### src/rtl/result_display.sv
// -----------------------------------------------------------------------------
// result_display
//
// Output stage for the sign-magnitude add/sub unit. A load strobe captures the
// 5-bit result and the zero flag. The captured value is shown on a two-digit,
// time-multiplexed seven-segment display: digit0 is the hex magnitude and
// digit1 is the sign.
//
// Optional feature macro: ZERO_BLINK_EN
//   When it is defined, a held zero result blinks. The blink phase toggles
//   every BLINK_DIV digit slots.
//   When it is undefined, a zero result is displayed steadily.
//
// Parameters
//   REFRESH_DIV : clock cycles per digit slot (>= 2)
//   BLINK_DIV   : digit slots per blink half-period (ZERO_BLINK_EN only)
//
// Ports
//   clk      in   1  system clock, rising edge
//   rst      in   1  asynchronous reset, active high
//   result   in   5  bit4 = sign (1 = negative), bits3:0 = magnitude
//   zeroflag in   1  zero flag from add/sub, sampled with result
//   load     in   1  capture strobe
//   clr      in   1  synchronous clear back to EMPTY (wins over load)
//   seg      out  7  segments {g,f,e,d,c,b,a}, active low, registered
//   an       out  4  digit enables, active low, registered; an[3:2] stay 1
//   valid    out  1  high while a captured result is held
//   zero_led out  1  captured zero flag
// -----------------------------------------------------------------------------
module result_display #(
    parameter int REFRESH_DIV = 1000,
    parameter int BLINK_DIV   = 64
) (
    input  logic       clk,
    input  logic       rst,
    input  logic [4:0] result,
    input  logic       zeroflag,
    input  logic       load,
    input  logic       clr,
    output logic [6:0] seg,
    output logic [3:0] an,
    output logic       valid,
    output logic       zero_led
);

    typedef enum logic [0:0] {
        ST_EMPTY = 1'b0,
        ST_SHOW  = 1'b1
    } state_t;

    localparam int             RW      = $clog2(REFRESH_DIV);
    localparam logic [RW-1:0]  REF_MAX = RW'(REFRESH_DIV - 1);

    localparam logic [6:0] SEG_DASH  = 7'b0111111;
    localparam logic [6:0] SEG_BLANK = 7'b1111111;
    localparam logic [3:0] AN_DIG0   = 4'b1110;
    localparam logic [3:0] AN_DIG1   = 4'b1101;
    localparam logic [3:0] AN_OFF    = 4'b1111;

    // Hex digit to active-low segment pattern {g,f,e,d,c,b,a}
    function automatic logic [6:0] f_hex_glyph(input logic [3:0] i_val);
        logic [6:0] v_seg;
        case (i_val)
            4'h0:    v_seg = 7'b1000000;
            4'h1:    v_seg = 7'b1111001;
            4'h2:    v_seg = 7'b0100100;
            4'h3:    v_seg = 7'b0110000;
            4'h4:    v_seg = 7'b0011001;
            4'h5:    v_seg = 7'b0010010;
            4'h6:    v_seg = 7'b0000010;
            4'h7:    v_seg = 7'b1111000;
            4'h8:    v_seg = 7'b0000000;
            4'h9:    v_seg = 7'b0010000;
            4'hA:    v_seg = 7'b0001000;
            4'hB:    v_seg = 7'b0000011;
            4'hC:    v_seg = 7'b1000110;
            4'hD:    v_seg = 7'b0100001;
            4'hE:    v_seg = 7'b0000110;
            4'hF:    v_seg = 7'b0001110;
            default: v_seg = SEG_BLANK;
        endcase
        return v_seg;
    endfunction

    state_t        r_state;
    state_t        w_state_next;
    logic [3:0]    r_mag;
    logic          r_neg;
    logic          r_zero;
    logic [RW-1:0] r_refresh_cnt;
    logic          r_sel;
    logic          w_wrap;
    logic          w_blank;
    logic [6:0]    w_digit0;
    logic [6:0]    w_digit1;
    logic [6:0]    w_seg_next;
    logic [3:0]    w_an_next;
    logic [6:0]    r_seg;
    logic [3:0]    r_an;

    assign w_wrap = (r_refresh_cnt == REF_MAX);

    // State register
    always_ff @(posedge clk or posedge rst) begin
        if (rst) begin
            r_state <= ST_EMPTY;
        end else begin
            r_state <= w_state_next;
        end
    end

    // Next-state logic: clr wins over load, load from any state recaptures
    always_comb begin
        w_state_next = r_state;
        if (clr) begin
            w_state_next = ST_EMPTY;
        end else if (load) begin
            w_state_next = ST_SHOW;
        end else begin
            w_state_next = r_state;
        end
    end

    // Captured result; clr returns it to the reset value along with EMPTY
    always_ff @(posedge clk or posedge rst) begin
        if (rst) begin
            r_mag  <= 4'd0;
            r_neg  <= 1'b0;
            r_zero <= 1'b0;
        end else if (clr) begin
            r_mag  <= 4'd0;
            r_neg  <= 1'b0;
            r_zero <= 1'b0;
        end else if (load) begin
            r_mag  <= result[3:0];
            r_neg  <= result[4];
            r_zero <= zeroflag;
        end else begin
            r_mag  <= r_mag;
            r_neg  <= r_neg;
            r_zero <= r_zero;
        end
    end

    // Refresh counter and digit select; free-running, unaffected by load/clr
    always_ff @(posedge clk or posedge rst) begin
        if (rst) begin
            r_refresh_cnt <= '0;
            r_sel         <= 1'b0;
        end else if (w_wrap) begin
            r_refresh_cnt <= '0;
            r_sel         <= ~r_sel;
        end else begin
            r_refresh_cnt <= r_refresh_cnt + RW'(1);
            r_sel         <= r_sel;
        end
    end

`ifdef ZERO_BLINK_EN
    localparam int            BW        = (BLINK_DIV > 1) ? $clog2(BLINK_DIV) : 1;
    localparam logic [BW-1:0] BLINK_MAX = BW'(BLINK_DIV - 1);

    logic [BW-1:0] r_blink_cnt;
    logic          r_blink_on;

    // Blink counter: counts slot wraps and restarts in the "off" phase on every load
    always_ff @(posedge clk or posedge rst) begin
        if (rst) begin
            r_blink_cnt <= '0;
            r_blink_on  <= 1'b0;
        end else if (load) begin
            r_blink_cnt <= '0;
            r_blink_on  <= 1'b0;
        end else if (w_wrap) begin
            if (r_blink_cnt == BLINK_MAX) begin
                r_blink_cnt <= '0;
                r_blink_on  <= ~r_blink_on;
            end else begin
                r_blink_cnt <= r_blink_cnt + BW'(1);
                r_blink_on  <= r_blink_on;
            end
        end else begin
            r_blink_cnt <= r_blink_cnt;
            r_blink_on  <= r_blink_on;
        end
    end

    assign w_blank = r_zero & ~r_blink_on;
`else
    logic w_unused_blink;
    assign w_unused_blink = (BLINK_DIV > 0);
    assign w_blank        = 1'b0;
`endif

    // Glyph selection for the current slot; registered below for the pins
    always_comb begin
        w_digit0   = SEG_DASH;
        w_digit1   = SEG_BLANK;
        w_seg_next = SEG_BLANK;
        w_an_next  = AN_DIG0;
        if (r_state == ST_SHOW) begin
            if (w_blank) begin
                w_digit0 = SEG_BLANK;
                w_digit1 = SEG_BLANK;
            end else begin
                w_digit0 = f_hex_glyph(r_mag);
                // Negative zero is shown as plain "0", without a sign
                if (r_neg && (r_mag != 4'd0)) begin
                    w_digit1 = SEG_DASH;
                end else begin
                    w_digit1 = SEG_BLANK;
                end
            end
        end else begin
            w_digit0 = SEG_DASH;
            w_digit1 = SEG_BLANK;
        end
        if (r_sel) begin
            w_seg_next = w_digit1;
            w_an_next  = AN_DIG1;
        end else begin
            w_seg_next = w_digit0;
            w_an_next  = AN_DIG0;
        end
    end

    // Registered display pins; all segments and digits are off in reset
    always_ff @(posedge clk or posedge rst) begin
        if (rst) begin
            r_seg <= SEG_BLANK;
            r_an  <= AN_OFF;
        end else begin
            r_seg <= w_seg_next;
            r_an  <= w_an_next;
        end
    end

    assign seg      = r_seg;
    assign an       = r_an;
    assign valid    = (r_state == ST_SHOW);
    assign zero_led = r_zero;

endmodule

### config.mk
export PLATFORM = sky130hd
export DESIGN_NAME = result_display
export DESIGN_NICKNAME = d
export VERILOG_FILES = /design/src/rtl/result_display.sv
export SDC_FILE = /design/constraint.sdc
export NUM_CORES = 1
export LEC_CHECK = 0
export CORE_AREA = 2 2 68 70
export CTS_CLUSTER_DIAMETER = 120
export CTS_CLUSTER_SIZE = 30
export DETAILED_ROUTE_END_ITERATION = 10
export DIE_AREA = 0 0 70 72
export PLACE_DENSITY = 0.58
export SYNTH_ARGS = -nofsm -noshare
export SYNTH_HDL_FRONTEND = slang
export SYNTH_SLANG_ARGS = --single-unit
export TNS_END_PERCENT = 50
### constraint.sdc
create_clock -name clk -period 1.25 [get_ports clk]
set_input_delay 0.25 -clock clk [delete_from_list [all_inputs] [get_ports clk]]
set_output_delay 0.25 -clock clk [all_outputs]
set_load 0.03 [all_outputs]
# == Word level (Yosys, flattened, before mapping) ==
# Memory sizes are Yosys's and may differ from the RTL's.
# Cells that the tools add are included.
# word_totals
memories,1
latchBits,0
rom_bits,112
regBits,29
wordCells,29
input_bits,10
ramBits,0
output_inout_bits,13
# memory_table
name,depth,word_bits,rd,rd_ports_with_merged_regs,write_ports,line_no,text
(name not given),16,7,1,0,0,63,case (i_val)
# op_classes
add_sub_neg,1
n_eq_ne,1
bitwise_logic,1
reduce_logical,3
shift,0
n_mul,0
n_mux,14
order_cmp,0
n_div,0
# op_table
cell,count
7-bit two-way mux,4
10-bit by 1-bit adder with 10-bit output (second input constant),1
10-bit equality test (second input constant),1
10-bit two-way mux,1
4-bit two-way mux,2
1-bit two-way mux,6
4-bit nonzero test,1
2-bit two-way mux,1
2-bit nonzero test,1
1-bit logical AND,1
1-bit inverter,1

# == Logic depth before layout (Yosys ltp) ==
# Gate-level depths: netlist of the first run.
# depth
ltp_word,5
depth_mapped,5
mapped_depth_nobuf,5

# == Worst setup path before layout of the first run ==
# No wires, ideal clock.
# synth_timing
path_kind,reg2reg
start,register r_mag[0]
end,"register r_seg[6], in the netlist seg[6]"
path_buffers,0
slack_ns,-0.128
stages_incl_launch_ff,5
arrival_time_ns,1.285
setup_time_ns,0.093
t_required_ns,1.157
period_less_slack_ns,1.378
path_cell_list,dfrtp_1 -> ha_1 -> or3b_1 -> a41oi_1 -> o21ai_0
# synth_between
elab_chain_cells,5
elab_cells_between_ends,7
cone_classes,mux: 4; reduce/logical: 2; memory: 1
# synth_rtl
element,line_no,text
start: declaration,87,logic [3:0] r_mag;
start signal: assignment,135,r_mag <= result[3:0];
start signal: assignment,139,r_mag <= r_mag;
branches (longest 4 deep; another with memory 16 x 7 bit),-,
7-bit two-way mux *,218,if (r_sel) begin
via w_seg_next[6],96,logic [6:0] w_seg_next;
end signal: assignment,233,r_seg <= w_seg_next;
end: declaration,98,logic [6:0] r_seg;
# Mark *: on every way through the listed nets, which the timed path passes.
# A chain may end at the register's enable or synchronous reset.

# == Worst setup path in the final report of the first run ==
# layout_timing
start,register r_mag[1]
end,"register r_seg[6], in the netlist seg[6]"
# Same word-level chain as after synthesis.

==> results.yml, run 1 <==
setup_path:
  cp.required_ns: 1.46
  ff2ff_path_depth: 4
  critical_path.slowest_cell: "dfrtp_2"
  worstPathArrival_ns: 1.53
  slowest_delay_ns: 0.45
  path_cells: "ha_2 -> or3b_4 -> a41oi_2 -> o21ai_1"
  cp-end-kind: "flop"
  crit_type: "flop to flop"
  r2r_start: "r_mag[1]$_DFFE_PP0P_"
  crit_family: "flip-flops"
  crit_fanout: 5
  cp_num_cells: 4
  critPathLaunch: "r_mag[1]$_DFFE_PP0P_"
  start_kind: "flop"
  cp.buffers_inverters: 0
layout:
  final-seq-area_sq_um: 692
  multiInputGateArea_sq_um: 742
  final_nets: 199
  fillers: 408
  drive_gt1_share_pct: 41.9
  insertedDiodeCount: 0
  layout.cells.non_filler: 231
  areaGrowthSynthToFinish_pct: 40.7
  final_util_pct: 46.2
clock_tree:
  ctsHoldBuffers: 0
  cts_max_path_buffers: 2
  cts_buffers: 3
  cts_tree: "built"
  cts-root-buf: "clkbuf_8"
  path_clk_slew_ns: 0.10
  htreeDepth: 1
  cts_sinks: 27
  clock_latency_ns: 0.27
timing:
  finClkSkew_ns: 0.00135
  report.final.setup_viol: 4
  fin_crit_sh_pct: 106
  rsz0062_at_grt: "yes"
  fin_crit_ns: 1.32
  fmax_ghz: 0.756
  hold_violations: 0
  slew_violations: 0
  fin_ws_ns: -0.0724
  hold_ws_ns: 0.303
logic_synthesis:
  synth_cell_types: 35
  synthMuxAreaShare_pct: 7.32
  yosys.area_share.simple_pct: 18.1
  synth_compound_area_share_pct: 10.1
  synth-seq-cells: 27
  ys_warn_count: 0
  mappedNetlistArea_sq_mm: 0.00140
  syn_inst: 135
  yosys-top-cells-area: "dfrtp_1, dfstp_2, ha_1"
  seq_area_frac_synth_pct: 49.0
  synthAdderAreaFrac_pct: 8.04
  yosysTopAreaCellShare_pct: 32.1
  avgSynthCellArea_sq_um: 10.4
  synth_top_family_by_area: "simple AND/OR/NAND/NOR gates"
  synth_xor_area_share_pct: 2.50
  yosysTopAreaCell: "dfrtp_1"
floorplanning:
  fp.dieH_um: 72
  start_util_pct: 32.9
  coreArea_sq_mm: 0.00426
  die_area_sq_mm: 0.00504
  rows: 24
  die_w_um: 70
  pin_count: 23
grt:
  overflow: 0
  antenna_found_initial: 0
  grt_pass1_wl_um: 4870
  grt_max_degree: 28
  grt_usage_pct: 11.8
  grt_pass1_vias: 1116
route:
  route.detailed.drc: 0
  ant_nets: 0
  vias: 1093
  dr.pass1.iters: 4
  via_per_inst: 4.73
  drt-initial-drc-count: 48
  wire_per_inst_um: 12.6
  drt_wl_total_um: 2910
placed_design:
  globalplace.congestion: 0.782
  place_ws_ns: -0.0845
  port_buffers: 20
  place_inst: 222
  dp_hpwl_um: 2150
power:
  power.density_mw_per_mm2: 901
  ir_drop_mv: 0.482
  p_leak_nw: 0.855
  total_power_mw: 1.78
worst_hold_path:
  hp-class: "primary input to asynchronous set/reset pin"
status:
  violations: "setup timing"
  status: "complete, but fails checks"
flow_run:
  cap_violations: 0
## layer usage
| layer | vias up | global-route usage, % | wire, um |
|---|---|---|---|
| met1 | 524 | 14.4 | 1260 |
| li1 | 549 | - | - |
| met4 | 0 | 1.28 | 6 |
| met2 | 18 | 22.4 | 1550 |
| met3 | 2 | 2.22 | 90 |
| met5 | - | 0 | 0 |
## flip-flops by register name (all words and copies together), names as in the netlist
register,flops
r_neg,1
an,2
zero_led,1
seg,7
r_sel,1
valid,1
r_mag,4
r_refresh_cnt,10
## report_power, final
group | internal, mW | switching [mW]
Sequential | 0.921 | 0.0193
Combinational | 0.151 | 0.171
Clock | 0.226 | 0.288
Total | 1.30 | 0.478
## cell usage after synthesis
master / number
nor3_4: 1
nand4bb_2: 1
nor2_1: 13
and3_2: 1
a31oi_1: 1
buf_2: 1
or4_1: 1
o211ai_1: 8
dfstp_2: 9
and3b_1: 1
conb_1: 1
a41oi_1: 1
nand3_1: 9
nand2b_1: 2
buf_1: 1
or3b_1: 1
nor3_1: 1
mux2i_1: 8
inv_1: 8
xnor2_1: 2
and2_1: 1
nand4_1: 2
buf_4: 2
nand2_1: 9
xor2_1: 2
ha_1: 9
a2bb2oi_1: 1
mux2_2: 2
a21oi_1: 3
dfrtp_1: 18
a21boi_0: 1
o21ai_0: 7
or3_1: 2
clkbuf_1: 3
nor2b_1: 2
## cell type report
cell class / instances / share of cell area [%]
clock buffer: 3 / 2.09
clock inverter: 1 / 0.381
inverter: 8 / 1.65
multi-input combinational: 94 / 37.6
sequential: 27 / 35.1
tap: 52 / 3.30
timing repair buffer: 46 / 19.9
## logic make-up after synthesis
| group | Yosys count |
|---|---|
| compound gates | 22 |
| xor+xnor | 4 |
| fa+ha+maj | 9 |
| buf+inv | 15 |
| flops | 27 |
| mux | 10 |
| other cells | 1 |
| simple gates | 47 |
## placed cells by master, fill, tap and decap left out, drive strengths merged, types with 3 or more instances in the layout
master,synthesis,layout
dfrtp,18,18
nand2,9,9
dfstp,9,9
buf,4,37
mux2i,8,8
o21ai,7,7
inv,8,8
clkbuf,3,3
ha,9,9
o211ai,8,8
nor2,13,13
a21oi,3,3
nand3,9,9
clkdlybuf4s50,0,9
## worst paths after layout
kind / to / slack (ns)
worst max-delay path: seg[6]$_DFF_PP1_ / -0.07
max in group asynchronous: an[0]$_DFF_PP1_ / 0.72
worst min register to register: an[0]$_DFF_PP1_ / 0.44
min in group clk: an[0]$_DFF_PP1_ / 0.44
worst min-delay path: r_refresh_cnt[9]$_DFF_PP0_ / 0.30
worst max register to register: seg[6]$_DFF_PP1_ / -0.07
## repair_timing
| item | CTS | global route |
|---|---|---|
| pin swaps | 3 | 8 |
| gates resized for setup | 10 | 17 |
| buffers inserted | 2 | 3 |
| setup endpoints to repair | 11 | 15 |
## stage by stage
| step | setup TNS [ns] | cell area [sq um] |
|---|---|---|
| after global placement | -0.0778 | 1780 |
| after CTS | -0.197 | 1900 |
| final | -0.166 | 1970 |
| after floorplan | -0.0684 | 1410 |
| after detailed placement | -0.309 | 1780 |
| after global routing | -0.628 | 1970 |
## worst register-to-register path: cells and delay by family (launching register included)
family / cells / cell delay (ns)
AO/OA/AOI/OAI: 2 / 0.26
adder cells (fa/ha/maj): 1 / 0.18
flip-flops: 1 / 0.45
AND/OR/NAND/NOR: 1 / 0.37
Power figures use the tool's default switching activity.
==> run 2, diff against run 1 <==
==> constraint.sdc (replaced) <==
create_clock -name clk -period 1.15 [get_ports clk]
set_input_delay 0.1725 -clock clk [delete_from_list [all_inputs] [get_ports clk]]
set_output_delay 0.1725 -clock clk [all_outputs]
set_load 0.03 [all_outputs]
==> run 2 against run 1 <==
- non-clock buffer count is 3 higher
- final cell count rose by 1.3%
- design area increased by 5.3%
- sequential share of layout area down 1.8 points
- die area is the same
- largest power group unchanged
- clock power increased by 5.3%
- utilization increased by 2.4 points
- combinational power is 20% higher
- the flow still finishes with violations (setup timing)
- fmax up 1.1%
- via count grew 1.8%
- critical path depth up 2
- clock skew grew 0.0016 ns
==> results.yml, run 2 (same netlist as run 1, synthesis figures left out) <==
status:
  status: "complete, but fails checks"
  violations: "setup timing"
grt:
  grt_pass1_vias: 1085
  grt_usage_pct: 12.0
  antenna_found_initial: 0
  overflow: 0
  grt_pass1_wl_um: 4930
  grt_max_degree: 28
floorplanning:
  coreArea_sq_mm: 0.00426
  die_w_um: 70
  pin_count: 23
  die_area_sq_mm: 0.00504
  rows: 24
  start_util_pct: 32.9
  fp.dieH_um: 72
timing:
  fin_ws_ns: -0.158
  fmax_ghz: 0.765
  slew_violations: 0
  rsz0062_at_grt: "yes"
  fin_crit_sh_pct: 114
  fin_crit_ns: 1.31
  hold_violations: 0
  report.final.setup_viol: 16
  finClkSkew_ns: 0.00295
power:
  power.density_mw_per_mm2: 940
  p_leak_nw: 0.891
  total_power_mw: 1.95
  ir_drop_mv: 0.538
setup_path:
  slowest_delay_ns: 0.42
  critical_path.slowest_cell: "dfrtp_2"
  crit_type: "flop to flop"
  cp.buffers_inverters: 2
  path_cells: "buf_8 -> inv_8 -> ha_4 -> nand2_4 -> mux2_4 -> nand2_2"
  crit_fanout: 6
  worstPathArrival_ns: 1.53
  start_kind: "flop"
  cp-end-kind: "flop"
  crit_family: "flip-flops"
  cp.required_ns: 1.37
layout:
  layout.cells.non_filler: 234
  insertedDiodeCount: 0
  final-seq-area_sq_um: 692
  largest_reg_flops: 10
  multiInputGateArea_sq_um: 806
  final_common_cell: "buf_4"
  regMostFlops: "r_refresh_cnt"
  drive_gt1_share_pct: 44.5
  final_nets: 202
  final_cell_mix: "buf_4, dfrtp_1, nor2_1"
  fillers: 376
  areaGrowthSynthToFinish_pct: 48.1
clock_tree:
  cts_sinks: 27
  htreeDepth: 1
  path_clk_slew_ns: 0.09
  cts-root-buf: "clkbuf_8"
  cts_tree: "built"
  cts_buffers: 3
  clock_latency_ns: 0.27
  cts_max_path_buffers: 2
  ctsHoldBuffers: 0
placed_design:
  globalplace.congestion: 0.753
  dp_hpwl_um: 2050
  place_inst: 222
  port_buffers: 20
route:
  dr.pass1.iters: 6
  drt-initial-drc-count: 44
  drt_wl_total_um: 2950
  route.detailed.drc: 0
  vias: 1113
  wire_per_inst_um: 12.6
  via_per_inst: 4.76
  ant_nets: 0
flow_run:
  cap_violations: 0
worst_hold_path:
  hp-class: "primary input to asynchronous set/reset pin"
## run 2: stage by stage
step / hold WS, ns / setup slack, ns / setup TNS [ns] / cell area, sq um / utilization (%)
2_1_floorplan: 0.218 / -0.168 / -0.429 / 1430 / -
6_report: 0.232 / -0.158 / -1.29 / 2080 / 48.7
5_1_grt: 0.241 / -0.205 / -2.11 / 2080 / 48.7
4_1_cts: 0.240 / -0.167 / -1.17 / 1940 / 45.5
3_5_place_dp: 0.435 / -0.179 / -1.21 / 1800 / 42.3
3_3_place_gp: 0.429 / -0.157 / -1.00 / 1800 / 42.3
## run 2: worst paths after layout
kind / slack (ns) / to / from / cells after the start
worst min register to register: 0.44 / an[0]$_DFF_PP1_ / r_sel$_DFFE_PP0N_ / 0
max in group asynchronous: 0.69 / seg[1]$_DFF_PP1_ / rst / 3
min in group clk: 0.44 / an[0]$_DFF_PP1_ / r_sel$_DFFE_PP0N_ / 0
worst max register to register: -0.16 / seg[1]$_DFF_PP1_ / r_mag[1]$_DFFE_PP0P_ / 6
worst min-delay path: 0.23 / r_refresh_cnt[3]$_DFF_PP0_ / rst / 3
worst max-delay path: -0.16 / seg[1]$_DFF_PP1_ / r_mag[1]$_DFFE_PP0P_ / 6
## run 2: layout make-up
class                           count  area share, %
Sequential cell                    27           33.3
Inverter                            8           1.81
Timing Repair Buffer               49           20.7
Clock inverter                      1          0.241
Clock buffer                        3           1.99
Multi-Input combinational cell     94           38.8
Tap cell                           52           3.13
## run 2: what timing repair did
action | in CTS | in global routing
pin swaps | 12 | 11
endpoints found under the setup margin | 16 | 20
gates resized for setup | 15 | 24
setup buffers | 3 | 5
## run 2: worst reg2reg max path, stage by stage (launching register included)
cell,delay [ns]
dfrtp_2,0.42
buf_8,0.15
inv_8,0.05
ha_4,0.26
nand2_4,0.04
mux2_4,0.27
nand2_2,0.06
## run 2: power by group
group	switching (mW)	total, mW	internal [mW]	leakage (nW)
registers	0.0249	1.03	1.00	0.321
logic	0.203	0.385	0.182	0.544
clock network	0.298	0.541	0.243	0.0255
## run 2: metal layers
metal / GRT usage [%] / part of all wire [%]
met5: 0 / 0
met1: 15.6 / 44
met4: 3.63 / 1.2
met2: 20.8 / 52
met3: 1.81 / 3.1
==> run 3, diff against run 2 <==
==> constraint.sdc (replaced) <==
create_clock -name clk -period 1.06 [get_ports clk]
set_input_delay 0.159 -clock clk [delete_from_list [all_inputs] [get_ports clk]]
set_output_delay 0.159 -clock clk [all_outputs]
set_load 0.03 [all_outputs]
==> run 3 against run 2 <==
- the flow still finishes with violations (setup timing)
- via count shrank 0.72%
- power grew 8.8%
- die area is the same
- largest cell class unchanged
- largest power group unchanged
- highest routed layer unchanged
==> results.yml, run 3 (same netlist as run 1, synthesis figures left out) <==
status:
  status: "complete, but fails checks"
  violations: "setup timing"
floorplanning:
  die_area_sq_mm: 0.00504
  die_w_um: 70
  start_util_pct: 32.9
  pin_count: 23
  coreArea_sq_mm: 0.00426
  rows: 24
  fp.dieH_um: 72
clock_tree:
  cts_sinks: 27
  cts-root-buf: "clkbuf_8"
  cts_buffers: 3
  cts_max_path_buffers: 2
  clock_latency_ns: 0.27
  htreeDepth: 1
  path_clk_slew_ns: 0.09
  cts_tree: "built"
grt:
  grt_usage_pct: 12.2
  antenna_found_initial: 0
  grt_pass1_vias: 1190
  grt_max_degree: 28
  grt_pass1_wl_um: 5060
  overflow: 0
power:
  ir_drop_mv: 0.600
  combPwrFrac_pct: 20.1
  p_switching_uw: 566
  pwr-share-seq_pct: 52.6
  power.density_mw_per_mm2: 997
  p_clk_share_pct: 27.3
  p_leak_nw: 0.912
  switching_share_pct: 26.7
  intPower_mw: 1.56
layout:
  final_cell_mix: "buf_4, dfrtp_1, nor2_1"
  largest_reg_flops: 10
  final_common_cell: "buf_4"
  final_nets: 204
  regMostFlops: "r_refresh_cnt"
  drive_gt1_share_pct: 43.5
  final_util_pct: 49.9
  layout.cells.non_filler: 236
  insertedDiodeCount: 0
  areaGrowthSynthToFinish_pct: 52.0
setup_path:
  start_kind: "flop"
  slowest_delay_ns: 0.45
  crit_type: "flop to flop"
  cp.required_ns: 1.26
  crit_fanout: 6
  path_cells: "buf_8 -> inv_8 -> ha_2 -> and3b_1 -> a31oi_1 -> o21ai_1"
  cp-end-kind: "flop"
  cp.buffers_inverters: 2
  crit_family: "flip-flops"
  worstPathArrival_ns: 1.54
  critical_path.slowest_cell: "dfrtp_2"
placed_design:
  place_inst: 225
  port_buffers: 20
  dp_hpwl_um: 2160
  globalplace.congestion: 0.814
timing:
  finClkSkew_ns: 0.00216
  rsz0062_at_grt: "yes"
  report.final.setup_viol: 26
  slew_violations: 0
  hold_violations: 0
  fin_crit_ns: 1.34
  fin_crit_sh_pct: 126
  fin_ws_ns: -0.279
  hold_ws_ns: 0.211
  fmax_ghz: 0.747
route:
  drt_wl_total_um: 2940
  vias: 1105
  route.detailed.drc: 0
  via_per_inst: 4.68
  wire_per_inst_um: 12.4
  drt-initial-drc-count: 29
  ant_nets: 0
  dr.pass1.iters: 4
flow_run:
  cap_violations: 0
worst_hold_path:
  hp-class: "primary input to asynchronous set/reset pin"
-- run 3: cell types whose count changed in the layout (fill, tap and decap cells not counted), sizes merged --
cell  before  now
buf       40   42
-- run 3: worst min-delay path: cells and delay by family --
kind,cells,cell delay [ns]
buffers and inverters,3,0.68
-- run 3: path summary, 6_finish.rpt --
kind / to / slack [ns] / from / cells after the start
min reg2reg: an[0]$_DFF_PP1_ / 0.43 / r_sel$_DFFE_PP0N_ / 0
max reg2reg: seg[6]$_DFF_PP1_ / -0.28 / r_mag[1]$_DFFE_PP0P_ / 6
max: seg[6]$_DFF_PP1_ / -0.28 / r_mag[1]$_DFFE_PP0P_ / 6
max in group asynchronous: seg[1]$_DFF_PP1_ / 0.62 / rst / 3
min: r_sel$_DFFE_PP0N_ / 0.21 / rst / 3
min in group clk: an[0]$_DFF_PP1_ / 0.43 / r_sel$_DFFE_PP0N_ / 0
-- run 3: final cells by class --
cell class                 count  area (sq um)
clock inverter                 1          5.00
timing repair buffer          51           483
clock buffer                   3          41.3
inverter                       8          40.0
multi-input combinational     94           806
fill                         383          2130
sequential                    27           689
tap                           52          65.1
-- run 3: what timing repair did --
action | in CTS | in global routing
setup endpoints to repair | 25 | 27
setup buffers | 4 | 3
hold buffers | 0 | 0
resized for setup | 21 | 24
pin swaps | 12 | 10
-- run 3: per-stage QoR --
step / setup WS, ns / area (sq um) / total power, mW / setup TNS (ns)
6_report: -0.279 / 2130 / 2.12 / -3.22
4_1_cts: -0.255 / 2000 / 2.10 / -3.08
3_5_place_dp: -0.276 / 1840 / 1.48 / -3.30
5_1_grt: -0.312 / 2130 / 2.23 / -4.59
3_3_place_gp: -0.244 / 1840 / 1.47 / -2.59
2_1_floorplan: -0.258 / 1430 / 1.33 / -1.40
-- run 3: per-layer routing --
layer | up-vias | track usage, % | routed length (um)
met5 | - | 0 | 0
met4 | 0 | 4.06 | 14
met3 | 2 | 1.81 | 57
met2 | 16 | 24.0 | 1620
met1 | 531 | 13.5 | 1240
li1 | 556 | - | -
-- run 3: power by group through the flow --
stage	registers (mW)	clock network, mW	logic, mW
6_report	1.12	0.580	0.428
5_1_grt	1.12	0.644	0.463
4_1_cts	1.11	0.604	0.387
3_5_place_dp	1.13	0	0.354
3_3_place_gp	1.12	0	0.347
2_1_floorplan	1.19	0	0.138
